--- config.mk ---
export PLATFORM = sky130hd
export DESIGN_NAME = clk_div_gen
export DESIGN_NICKNAME = d
export VERILOG_FILES = /design/src/rtl/clk_div_gen.sv
export SDC_FILE = /design/constraint.sdc
export NUM_CORES = 1
export LEC_CHECK = 0
export CORE_MARGIN = 4
export CORE_UTILIZATION = 62
export DETAILED_ROUTE_END_ITERATION = 6
export MAX_ROUTING_LAYER = met4
export PLACE_DENSITY = 0.81
export SKIP_CTS_REPAIR_TIMING = 1
export SLEW_MARGIN = 15
export SYNTH_ARGS = -nofsm -noshare
export SYNTH_HDL_FRONTEND = slang
export SYNTH_SLANG_ARGS = --single-unit
--- constraint.sdc ---
create_clock -name clk -period 5.69 [get_ports clk]
set_clock_uncertainty 0.05 [all_clocks]
set_input_delay 1.138 -clock clk [delete_from_list [all_inputs] [get_ports clk]]
set_output_delay 1.138 -clock clk [all_outputs]
set_load 0.02 [all_outputs]
--- src/rtl/clk_div_gen.sv ---
// Multi-channel divided-waveform generator: per-channel programmable integer divisor,
// period-end tick, shadowed divisor updates applied at period boundaries, global realign.
module clk_div_gen #(
   parameter int NUM_CH = 3,
   parameter int DIV_W  = 8,
   parameter int CH_W   = (NUM_CH > 1) ? $clog2(NUM_CH) : 1
) (
   input  logic              clk,
   input  logic              rst,
   input  logic [NUM_CH-1:0] ch_en,
   input  logic              wr_en,
   input  logic [CH_W-1:0]   wr_ch,
   input  logic [DIV_W-1:0]  wr_div,
   input  logic              sync,
   output logic [NUM_CH-1:0] clk_out,
   output logic [NUM_CH-1:0] tick,
   output logic [NUM_CH-1:0] div_pend
);

   logic [DIV_W-1:0]  div_act   [NUM_CH];
   logic [DIV_W-1:0]  div_shd   [NUM_CH];
   logic [DIV_W-1:0]  cnt       [NUM_CH];
   logic [DIV_W-1:0]  div_act_n [NUM_CH];
   logic [DIV_W-1:0]  div_shd_n [NUM_CH];
   logic [DIV_W-1:0]  cnt_n     [NUM_CH];
   logic [DIV_W-1:0]  settle    [NUM_CH];
   logic [NUM_CH-1:0] run, run_n, pend_n, clk_n, tick_n, hit, bnd;
   logic [DIV_W-1:0]  wr_val;

   // Reset divisor 2^(i+1), clamped to the largest legal divisor.
   function automatic logic [DIV_W-1:0] rst_div(input int i);
      logic [DIV_W-1:0] one;
      one = 1;
      if (i + 1 >= DIV_W) return '1;
      return one << (i + 1);
   endfunction

   // Number of high cycles: ceil(d/2), computed one bit wider to avoid overflow.
   function automatic logic [DIV_W-1:0] half_div(input logic [DIV_W-1:0] d);
      logic [DIV_W:0] t;
      t = {1'b0, d} + {{DIV_W{1'b0}}, 1'b1};
      return t[DIV_W:1];
   endfunction

   assign wr_val = (wr_div == '0) ? DIV_W'(1) : wr_div;

   always_comb begin
      hit = '0;
      for (int i = 0; i < NUM_CH; i++) begin
         hit[i]    = wr_en && (wr_ch == CH_W'(i));
         settle[i] = div_pend[i] ? div_shd[i] : div_act[i];
      end
   end

   // A boundary (stop, start, realign or wrap) is where a divisor may take effect.
   always_comb begin
      bnd    = '0;
      run_n  = run;
      pend_n = div_pend;
      clk_n  = '0;
      tick_n = '0;
      for (int i = 0; i < NUM_CH; i++) begin
         bnd[i]       = !ch_en[i] || !run[i] || sync || (cnt[i] == div_act[i] - DIV_W'(1));
         cnt_n[i]     = cnt[i] + DIV_W'(1);
         div_act_n[i] = div_act[i];
         div_shd_n[i] = hit[i] ? wr_val : div_shd[i];
         if (bnd[i]) begin
            div_act_n[i] = hit[i] ? wr_val : settle[i];
            pend_n[i]    = 1'b0;
            cnt_n[i]     = '0;
            run_n[i]     = ch_en[i];
         end else if (hit[i]) begin
            pend_n[i] = 1'b1;
         end
         if (run_n[i]) begin
            clk_n[i]  = cnt_n[i] < half_div(div_act_n[i]);
            tick_n[i] = cnt_n[i] == div_act_n[i] - DIV_W'(1);
         end
      end
   end

   always_ff @(posedge clk or negedge rst) begin
      if (!rst) begin
         run      <= '0;
         div_pend <= '0;
         clk_out  <= '0;
         tick     <= '0;
         for (int i = 0; i < NUM_CH; i++) begin
            div_act[i] <= rst_div(i);
            div_shd[i] <= rst_div(i);
            cnt[i]     <= '0;
         end
      end else begin
         run      <= run_n;
         div_pend <= pend_n;
         clk_out  <= clk_n;
         tick     <= tick_n;
         for (int i = 0; i < NUM_CH; i++) begin
            div_act[i] <= div_act_n[i];
            div_shd[i] <= div_shd_n[i];
            cnt[i]     <= cnt_n[i];
         end
      end
   end

endmodule

==> metrics.md <==
| Metric | Value |
|---|---|
| Top FF cell, synth | `dfrtp_1` |
| Fin nets | `between 700 and 800` |
| H-Tree Depth | `3` |
| Hold path endpoint | `div_shd[3]` |
| Final Instance Area | `approximately 0.0065 mm^2` |
| IO Port Bufs | `25` |
| Avg Synthesized Cell Area | `about 8.8 um^2` |
| Insertion delay to the later sink of the worst-skew pair | `roughly 0.36 ns` |
| Antenna violations before repair | `0` |
| CTS sink cnt | `between 80 and 90` |
| Total gr overflow | `0` |
| Final slew viol count | `0` |
| Fillers | `about 730` |
| Sequential element share of the synthesized area | `about 35%` |
| CTS buffer count | `9` |
| Chip width | `106 um` |
| Max_cap viols | `0` |
| Hold Slack | `between 0.4 and 0.5 ns` |
| Worst Hold Path Cells | `2` |
| Lkg Pwr | `2.86 nW` |
| Routed Antenna Nets | `0` |
| R2r setup slk | `0.87 ns` |
| Final Hold Vio Count | `0` |
| Initial Utilization | `64.2%` |
| PwrDens | `between 200 and 300 mW/mm^2` |
| Critical path required time | `just under 6 ns` |
| First DRT Iteration DRCs | `approximately 320` |
| Synth cell count leaders | `nand2_1, dfrtp_1, nor2_1` |
| CTS tree | `built` |
| GP Congestion | `~0.97` |
| Vias in the first global route | `approximately 5000` |
| Worst path max stage delay | `0.83 ns` |
| Clock Tree Buf Depth | `2` |
| Post-synth ARST share | `100%` |
| Initial DRT Pass Iterations | `7` |
| Diodes inserted | `0` |
| DIE HEIGHT | `~110 um` |
| Crit start category | `flip-flop` |
| Fin Setup TNS | `0 ns` |
| Mapped cell area | `about 0.0060 mm^2` |
| Top post-synthesis cells by area | `dfrtp_1, xnor2_1, ha_1` |
| Largest net degree at the start of global routing | `85` |
| Worst relative slew slack | `between 30% and 40%` |
| Worst path cell trace | `or3_1 -> or4_4 -> a211oi_4 -> a31o_1 -> and2_2 -> o21ai_1 -> nor3_1 -> and2_1 -> nand2_1 -> xor2_1 -> ha_1 -> nor2b_1 -> o21ai_0 -> nor4bb_1` |
| Root buf cell | `clkbuf_8` |
| Clock transition at path regs | `~0.090 ns` |
| Share of the synthesized area in the top cell type | `32.7%` |
| Distinct cell type count after synthesis | `84` |
| GRT Util Overall | `between 20% and 30%` |
| Via count | `roughly 5000` |
| Mapped Cells | `674` |
| Die Area | `roughly 0.011 mm^2` |
| Area growth syn-to-layout | `9.46%` |
| Total power | `between 1.5 and 2 mW` |
| Drt total wl | `14800 um` |
| Crit path kind | `flip-flop to flip-flop` |
| DP Area | `about 0.0063 mm^2` |
| Min Tclk post-route | `4.82 ns` |
| Drt wl/cell | `18.1 um` |
| RSZ-0062 raised after global routing | `false` |
| Reg2reg path depth | `14` |
| Worst hold start | `div_shd[3]` |
| Core area | `0.00928 mm^2` |
| Ports | `26` |
| Worst IR drop on VDD | `approximately 0.00016 V` |
| Via density | `between 6 and 7` |
| Yosys warnings | `0` |
| Area leader, netlist | `dfrtp_1` |
| First-pass GRT wire length | `24900 um` |
| Synthesized flop and latch total | `84` |
| Worst r2r dst | `clk_out[0]` |
| CP max stage cell | `a31o_1` |
| Row Count | `35` |
| Crit path DAT | `just over 5 ns` |
| Worst hold path type | `flip-flop to flip-flop` |
| HPWL after DPL | `about 11000 um` |
| Critical path capture point type | `flip-flop` |
| Status | `finished clean` |
| Max Fclk | `207 MHz` |
| CP max FO | `26` |
| EDFF count, synth | `0` |
| Syn nets | `722` |
| DRC Markers | `0` |
| Final setup fails | `0` |
| Layout cells sized above 1 | `under 10%` |
| Worst Tran Pin Value | `0.952 ns` |
| Crit share post-route | `84.8%` |
| Worst r2r src | `div_act[18]` |
| Most instantiated library cell after synthesis | `nand2_1` |
==> through the flow <==
| stage | setup WS (ns) | cells | util [%] |
|---|---|---|---|
| after floorplan | 1.42 | 674 | - |
| after detailed placement | 0.793 | 804 | 67.6 |
| after global routing | 0.578 | 820 | 70.3 |
| final | 0.866 | 820 | 70.3 |
| after CTS | 0.927 | 820 | 70.3 |
| after global placement | 0.917 | 804 | 67.6 |
==> registers in the layout (all words and copies together), names as in the netlist <==
register	cells
div_act	24
div_pend	3
tick	3
div_shd	24
cnt	24
run	3
clk_out	3
==> final cells by class <==
type	instances	area [um^2]	area share (%)
Multi-Input combinational cell	540	3650	55.9
Sequential cell	84	2110	32.3
Timing Repair Buffer	28	274	4.20
Tap cell	129	161	2.47
Clock buffer	10	138	2.11
Clock inverter	6	111	1.71
Inverter	23	86.3	1.32
==> power by group <==
part           leakage, nW  internal, mW  switching, mW
sequential            1.05         0.672         0.0905
clock                0.122         0.304          0.224
combinational         1.69         0.279          0.372
==> cells by family (layout without fill, tap and decap cells) <==
logic type               after synthesis  after routing  share of synthesized area, %
XOR/XNOR                              82             82                          12.3
flip-flops                            84             84                          35.4
buffers and inverters                 50             67                          3.46
AO/OA/AOI/OAI                        124            124                          16.2
adder cells (fa/ha/maj)               31             31                          6.50
multiplexers                          10             10                          1.83
AND/OR/NAND/NOR                      293            293                          24.3
==> layout by cell type, fill, tap and decap left out, types with 3 or more instances in the layout <==
master / count
nand2b_1: 9
bufinv_16: 3
dfrtp_1: 78
mux2_2: 4
mux2i_1: 5
or3_1: 3
o21ai_1: 4
ha_1: 31
nor2_1: 56
o31ai_1: 7
o22a_1: 3
nor4_1: 6
a21oi_1: 23
nand2_1: 102
xnor2_1: 49
a211oi_1: 4
o22ai_1: 11
clkdlybuf4s50_1: 24
buf_4: 3
o21ai_0: 13
nor2b_1: 3
nor3_1: 18
clkbuf_8: 10
nand4_1: 6
nand3b_1: 13
and2_1: 9
a21o_1: 14
o211ai_1: 4
and3_1: 10
dfstp_2: 6
nand3_1: 35
xor2_1: 32
inv_1: 22
==> how the worst max path moves through the flow <==
stage	endpoint	startpoint	slack, ns
floorplan	clk_out[0]	wr_ch[0]	1.42
global placement	clk_out[0]	wr_en	0.92
detailed placement	clk_out[0]	sync	0.79
CTS	clk_out[0]	div_act[18]	0.93
global route	clk_out[0]	div_act[18]	0.58
finish	clk_out[0]	div_act[18]	0.87
==> metal layers <==
metal | GRT usage (%) | vias to the layer above | share of wire [%]
met1 | 39.6 | 2513 | 46
met4 | 8.05 | 0 | 1.4
met3 | 4.13 | 21 | 7.2
met5 | - | - | 0
met2 | 42.7 | 214 | 46
li1 | - | 2403 | -
==> critical path: cells and delay by family, from the launching register on <==
family,cells,cell delay [ns]
XOR/XNOR,1,0.20
AND/OR/NAND/NOR,8,2.21
AO/OA/AOI/OAI,4,1.49
flip-flops,1,0.49
adder cells (fa/ha/maj),1,0.29
No activity file was read; power rests on OpenSTA's default activity.
